File: config.mk
export PLATFORM = sky130hd
export DESIGN_NAME = fifo_pack
export DESIGN_NICKNAME = d
export VERILOG_FILES = /design/src/rtl/fifo_pack.sv
export SDC_FILE = /design/constraint.sdc
export NUM_CORES = 1
export LEC_CHECK = 0
export BUFFER_PORTS_ARGS = -buffer_cell sky130_fd_sc_hd__buf_2
export CAP_MARGIN = 15
export CELL_PAD_IN_SITES_DETAIL_PLACEMENT = 0
export CELL_PAD_IN_SITES_GLOBAL_PLACEMENT = 1
export CORE_MARGIN = 5
export CORE_UTILIZATION = 50
export CTS_CLUSTER_DIAMETER = 60
export DETAILED_ROUTE_END_ITERATION = 8
export PLACE_DENSITY_LB_ADDON = 0.3
export SLEW_MARGIN = 5
export SYNTH_ARGS = -nofsm -noshare
export SYNTH_HDL_FRONTEND = slang
export SYNTH_SLANG_ARGS = --single-unit
export TNS_END_PERCENT = 5
File: constraint.sdc
create_clock -name clk -period 7.7 [get_ports clk]
set_clock_uncertainty 0.2 [all_clocks]
set_input_delay 0.385 -clock clk [delete_from_list [all_inputs] [get_ports clk]]
set_output_delay 0.385 -clock clk [all_outputs]
set_load 0.02 [all_outputs]
File: src/rtl/fifo_pack.sv
// Narrow-to-wide packing FIFO: pairs of DATA_WIDTH writes are read back as one 2*DATA_WIDTH word (first-word fall-through).
// Optional build macro FIFO_PACK_MSB_FIRST_EN places the first entry of each pair in the upper half of r_data.
module fifo_pack #(
    parameter int DATA_WIDTH = 4,
    parameter int ADDR_WIDTH = 2
) (
    input  logic                      clk,
    input  logic                      reset,
    input  logic                      wr,
    input  logic [DATA_WIDTH-1:0]     w_data,
    input  logic                      rd,
    output logic [2*DATA_WIDTH-1:0]   r_data,
    output logic                      full,
    output logic                      empty,
    output logic                      partial
);
    localparam int SLOTS = 2 ** (ADDR_WIDTH + 1);
    localparam int CW    = ADDR_WIDTH + 2;
    localparam int WW    = ADDR_WIDTH + 1;

    localparam logic [CW-1:0]         CNT_ZERO  = CW'(0);
    localparam logic [CW-1:0]         CNT_ONE   = CW'(1);
    localparam logic [CW-1:0]         CNT_TWO   = CW'(2);
    localparam logic [CW-1:0]         CNT_MAX   = CW'(SLOTS);
    localparam logic [WW-1:0]         WPTR_ZERO = WW'(0);
    localparam logic [WW-1:0]         WPTR_ONE  = WW'(1);
    localparam logic [ADDR_WIDTH-1:0] RPTR_ZERO = ADDR_WIDTH'(0);
    localparam logic [ADDR_WIDTH-1:0] RPTR_ONE  = ADDR_WIDTH'(1);

    logic [DATA_WIDTH-1:0] mem_r [SLOTS];
    logic [WW-1:0]         wptr_r;
    logic [ADDR_WIDTH-1:0] rptr_r;
    logic [CW-1:0]         count_r;
    logic [CW-1:0]         count_next_s;
    logic                  wr_ok_s;
    logic                  rd_ok_s;
    logic [DATA_WIDTH-1:0] lo_slot_s;
    logic [DATA_WIDTH-1:0] hi_slot_s;

    // Flags depend only on the registered occupancy count.
    assign full    = (count_r == CNT_MAX);
    assign empty   = (count_r < CNT_TWO);
    assign partial = count_r[0];

    // Acceptance from pre-edge flags and the resulting occupancy.
    always_comb begin
        wr_ok_s      = wr & ~full;
        rd_ok_s      = rd & ~empty;
        count_next_s = count_r;
        case ({wr_ok_s, rd_ok_s})
            2'b10:   count_next_s = count_r + CNT_ONE;
            2'b01:   count_next_s = count_r - CNT_TWO;
            2'b11:   count_next_s = count_r - CNT_ONE;
            default: count_next_s = count_r;
        endcase
    end

    // Pointer and count registers; reset overrides any concurrent request.
    always_ff @(posedge clk) begin
        if (reset) begin
            wptr_r  <= WPTR_ZERO;
            rptr_r  <= RPTR_ZERO;
            count_r <= CNT_ZERO;
        end else begin
            count_r <= count_next_s;
            if (wr_ok_s) begin
                wptr_r <= wptr_r + WPTR_ONE;
            end
            if (rd_ok_s) begin
                rptr_r <= rptr_r + RPTR_ONE;
            end
        end
    end

    // Storage write port; contents are not cleared by reset.
    always_ff @(posedge clk) begin
        if (!reset && wr_ok_s) begin
            mem_r[wptr_r] <= w_data;
        end
    end

    assign lo_slot_s = mem_r[{rptr_r, 1'b0}];
    assign hi_slot_s = mem_r[{rptr_r, 1'b1}];

`ifdef FIFO_PACK_MSB_FIRST_EN
    assign r_data = {lo_slot_s, hi_slot_s};
`else
    assign r_data = {hi_slot_s, lo_slot_s};
`endif

endmodule

==> flow_summary.yaml, run 1 <==
outcome:
  status: "complete, no violations"
pwr:
  powerDensity_nw_per_um2: 277
  p_comb_share_pct: 24.6
  p_sw_mw: 0.178
  p_sw_share_pct: 31.1
  vdd_drop_max_mv: 0.133
  pwr-share-seq_pct: 50.5
  leakage_nw: 0.706
  pwr-share-clk_pct: 24.9
  internal_power_mw: 0.395
floorplanning:
  design.portCount: 19
  rows: 22
  die_w_um: 70.8
  coreArea_um2: 3610
  dieHeight_um: 70.8
  die_area_um2: 5010
  start_util_pct: 51.2
cells_and_area:
  fillers: 306
  register_area_um2: 1180
  mostFrequentLayoutCell: "edfxtp_1"
  fin_util_pct: 57.5
  antenna_cells: 0
  area_growth_pct: 12.3
  nNetsFinal: 161
  drive_gt1_share_pct: 28.9
  final_cell_mix: "32 x edfxtp_1, 18 x buf_2, 13 x nor2_1"
  multi_input_comb_area_um2: 621
worst_setup_path:
  crit_path_end_kind: "flop"
  required_ps: 7680
  cp_slowest_cell: "or4b_4"
  arrival_ps: 2780
  reg2reg_from: "count_r[3]"
  reg2reg_depth: 10
  cp_cell_sequence: "or4b_4 -> clkinv_4 -> nor2_2 -> nand2_1 -> inv_2 -> ha_1 -> a21o_1 -> a2111oi_2 -> nor3_2 -> nand3b_1"
  setup.worst_path.end: "count_r[3]"
  cp_max_fo: 8
  worst-setup-path-type: "reg2reg"
  worstSetupStartpointType: "flop"
  crit_path_start: "count_r[3]"
  r2r-end: "count_r[3]"
  worst-r2r-setup-slack_ps: 4910
  slowest_delay_ps: 550
drt:
  vias: 1050
  avgRoutedWirePerCell_um: 16.0
  post-route-drc-count: 0
  drtAntennaViolNets: 0
  routed_via_density: 5.33
  dr.first_iter.drc_count: 83
  postRouteWirelength_um: 3150
  dr.pass1.iters: 4
clock_tree:
  hold_buffers: 0
  h-tree-depth: 2
  clk_pin_slew_ps: 80
  clock-root-buffer: "clkbuf_8"
  clk-insertion-delay-late_ps: 290
  cts_made_buffers: 5
  cts_num_sinks: 43
  cts_resized: 0
  post_cts_buffers: 0
  clk_path_buf_depth: 2
  cts_tree: "yes"
logic_synthesis:
  yosys_register_bits: 43
  synthFlopType: "edfxtp_1"
  synth.distinct_cells: 36
  synth_warnings: 0
  async_reset_ff_share_pct: 0
  synth_edf_count: 32
  avgSynthCellArea_um2: 14.5
  netlist_area_um2: 1850
  yosysSeqAreaShare_pct: 64.0
  synth_cells: 127
  synth_nets: 140
grt:
  grt_max_degree: 18
  grt_usage_pct: 14.4
  grt.overflow.total: 0
  grt_pass1_vias: 1079
  grt_pass1_wl_um: 5400
  antenna_found_initial: 0
sta:
  worstMarginPinSlew_ps: 668
  slew_headroom_pct: 55.1
  max_freq_ghz: 0.358
  setup-violations-final: 0
  whs_ps: 169
  finalCritPeriodShare_pct: 36.3
  finalHoldViolCount: 0
  drv_slew: 0
  fin_crit_ps: 2790
  rsz0062_at_grt: "no"
  setup_tns_ps: 0
place:
  gp_congestion: 0.900
  dp_hpwl_um: 2320
  port_buffers: 18
min_path:
  hp-class: "in2reg"
run:
  drv_cap: 0
==> flip-flops by register name (all words and copies together) (netlist names), named ones only <==
signal and cells:
mem_r 32, rptr_r 2, wptr_r 3, count_r 4
==> worst max-delay path, delay by kind of cell, from the launching register on <==
kind            cells  cell delay (ps)
compound gates      2              640
flops               1              440
buf+inv             2              140
fa+ha+maj           1              290
simple gates        5              960
==> synth_stat cells (2+ instances only) <==
cell,number,share of area (%)
edfxtp_1,32,52
nor2_1,13,2.6
dfxtp_1,11,12
nand2_1,9,1.8
mux4_2,8,9.8
nor3_1,8,2.2
a21oi_1,4,1.1
ha_1,4,2.7
xnor2_1,4,1.9
inv_1,3,0.61
nand3b_1,3,1.2
clkbuf_1,2,0.41
nand3_1,2,0.54
xor2_1,2,0.95
==> per-layer routing <==
metal / vias up / GRT usage (%) / wire length (µm)
li1: 517 / - / -
met1: 498 / 17.3 / 1330
met2: 31 / 24.0 / 1600
met3: 4 / 5.26 / 186
met4: 0 / 5.01 / 36
met5: - / 0 / 0
==> power by group through the flow <==
stage	Sequential, mW	Combinational (mW)	Clock (mW)
6_report	0.289	0.141	0.143
4_1_cts	0.291	0.144	0.147
3_3_place_gp	0.295	0.142	0
3_5_place_dp	0.296	0.143	0
2_1_floorplan	0.282	0.119	0
5_1_grt	0.294	0.157	0.160
==> cells by family (layout without fill, tap and decap cells) <==
family / after synthesis / after routing / share of synthesized area, %
buffers and inverters: 10 / 32 / 2.37
XOR/XNOR: 6 / 6 / 2.85
AND/OR/NAND/NOR: 41 / 41 / 11.1
adder cells (fa/ha/maj): 5 / 5 / 3.80
AO/OA/AOI/OAI: 13 / 13 / 5.56
multiplexers: 9 / 9 / 10.3
flip-flops: 43 / 43 / 64.0
==> how the worst min path moves through the flow <==
stage,cells past startpoint,startpoint,to
floorplan,0,w_data[0],mem_r[0][0]
global placement,2,rptr_r[1],rptr_r[1]
detailed placement,2,rptr_r[1],flop
CTS,1,w_data[3],mem_r[1][3]
global route,1,w_data[3],mem_r[2][3]
finish,1,w_data[3],mem_r[4][3]
==> layout make-up <==
cell class,count,share of cell area (%)
flip-flops and latches,43,57.0
multi-input cells,74,30.0
inverters,6,1.33
clock inverters,3,1.15
clock buffers,5,3.32
well taps,48,2.90
repair buffers,18,4.35
==> stage by stage <==
stage	total power, mW	cell area, µm²	setup slack [ps]	std cells
after global placement	0.437	1980	4990	189
after global routing	0.611	2070	4730	197
final	0.573	2070	4910	197
after floorplan	0.401	1850	4970	127
after CTS	0.582	2070	4890	197
after detailed placement	0.439	1980	4900	189
Note: power is estimated with default switching activity, not from simulation.
==> inputs of run 2 (changes only) <==
Settings changed: CORE_UTILIZATION 50 to 43.
Clock period 7.7 ns to 2.47 ns, I/O delays scaled along.
==> flow_summary.yaml, run 2 (synthesized netlist as in run 1, its figures left out) <==
floorplanning:
  die_w_um: 75.5
  die_area_um2: 5700
  coreArea_um2: 4090
  start_util_pct: 45.2
  rows: 23
  dieHeight_um: 75.5
  design.portCount: 19
sta:
  max_freq_ghz: 0.407
  finalCritPeriodShare_pct: 99.4
  rsz0062_at_grt: "yes"
  drv_slew: 0
  finalHoldViolCount: 0
  slew_headroom_pct: 63.7
  setup-violations-final: 0
  fin_crit_ps: 2450
  worstMarginPinSlew_ps: 544
clock_tree:
  clk_path_buf_depth: 2
  clk_pin_slew_ps: 80
  cts_tree: "yes"
  cts_made_buffers: 5
  clk-insertion-delay-late_ps: 290
  clock-root-buffer: "clkbuf_8"
  cts_num_sinks: 43
  h-tree-depth: 2
cells_and_area:
  fillers: 337
  antenna_cells: 0
  mostFrequentLayoutCell: "edfxtp_1"
  final_cell_mix: "32 x edfxtp_1, 18 x buf_2, 13 x nor2_1"
  reg_top3: "mem_r (32), count_r (4), wptr_r (3)"
  drive_gt1_share_pct: 34.8
  nNetsFinal: 176
  area_growth_pct: 24.7
  largest_reg_flops: 32
  top_register: "mem_r"
  instances_no_fill: 214
  fin_area_um2: 2300
grt:
  grt_pass1_wl_um: 5840
  grt_max_degree: 18
  antenna_found_initial: 0
  grt.overflow.total: 0
  grt_usage_pct: 14.1
  grt_pass1_vias: 1197
worst_setup_path:
  required_ps: 2440
  worstSetupStartpointType: "flop"
  crit_path_end_kind: "flop"
  cp_max_fo: 7
  arrival_ps: 2430
  worst-setup-path-type: "reg2reg"
place:
  dp_hpwl_um: 2430
  dp_cells: 201
  gp_congestion: 0.753
  port_buffers: 18
  dpl_cell_area_um2: 2110
pwr:
  leakage_nw: 0.806
  powerDensity_nw_per_um2: 900
  vdd_drop_max_mv: 0.306
run:
  drv_cap: 0
drt:
  post-route-drc-count: 0
  drtAntennaViolNets: 0
  dr.first_iter.drc_count: 88
  postRouteWirelength_um: 3370
  vias: 1092
  avgRoutedWirePerCell_um: 15.7
  routed_via_density: 5.10
  dr.pass1.iters: 4
min_path:
  hp-class: "in2reg"
outcome:
  status: "complete, no violations"
-- run 2: cell types whose count changed in the layout (fill, tap and decap cells not counted), sizes merged --
cell / before / now
buf: 18 / 28
bufinv: 0 / 2
clkbuf: 5 / 6
clkinvlp: 2 / 0
dlygate4sd3: 0 / 5
inv: 5 / 4
-- run 2: final timing paths --
path,from,cells past startpoint,endpoint,slack [ps]
hold reg to reg,wptr_r[1],2,wptr_r[1],340
setup / recovery,count_r[0],10,count_r[3],20
hold / removal,wr,4,wptr_r[2],10
setup reg to reg,count_r[0],10,count_r[3],20
-- run 2: cell type report --
type	count	area, µm²	area share, %
sequential	43	1180	51.5
multi-input combinational	74	671	29.1
timing repair buffer	33	215	9.35
clock buffer	6	72.6	3.15
tap	50	62.6	2.72
clock inverter	2	60.1	2.61
inverter	6	35.0	1.52
-- run 2: critical path, cell delays in order (launching register included) --
cell	delay, ps
dfxtp_4	370
or4b_4	570
clkinv_8	90
nor2_4	30
nand2_2	80
inv_2	60
ha_4	210
a21o_1	180
a2111oi_4	340
nor3_2	60
nand3b_1	150
-- run 2: timing repair --
| action | in CTS | in global routing |
|---|---|---|
| gates resized for setup | 0 | 1 |
| setup endpoints to repair | 0 | 1 |
| hold buffers | 5 | 0 |
| setup buffers | 0 | 0 |
| endpoints found under the hold margin | 36 | 0 |
-- run 2: metal layers --
metal | part of all wire (%) | routed length, µm | vias to the layer above | GRT usage, %
met5 | 0 | 0 | - | 0
li1 | - | - | 545 | -
met4 | 0.56 | 19 | 0 | 5.44
met1 | 44 | 1470 | 528 | 17.8
met3 | 4.0 | 134 | 2 | 3.96
met2 | 52 | 1750 | 17 | 22.9
-- run 2: through the flow --
| stage | setup WS [ps] | hold slack [ps] | utilization [%] | setup TNS [ps] | total power [mW] |
|---|---|---|---|---|---|
| floorplan | 5.67 | 22.4 | - | 0 | 1.29 |
| global placement | 61.4 | 197 | 51.7 | 0 | 1.44 |
| detailed placement | 22.2 | 218 | 51.7 | 0 | 1.45 |
| CTS | 13.8 | 5.51 | 56.2 | 0 | 2.09 |
| global route | -84.7 | 33.8 | 56.3 | -84.7 | 2.19 |
| finish | 15.9 | 10.4 | 56.3 | 0 | 2.07 |
-- run 2: where the power goes --
part	switching, mW	internal, mW	total, mW
combinational	0.285	0.266	0.551
clock	0.230	0.404	0.634
sequential	0.0604	0.825	0.885
total	0.576	1.49	2.07
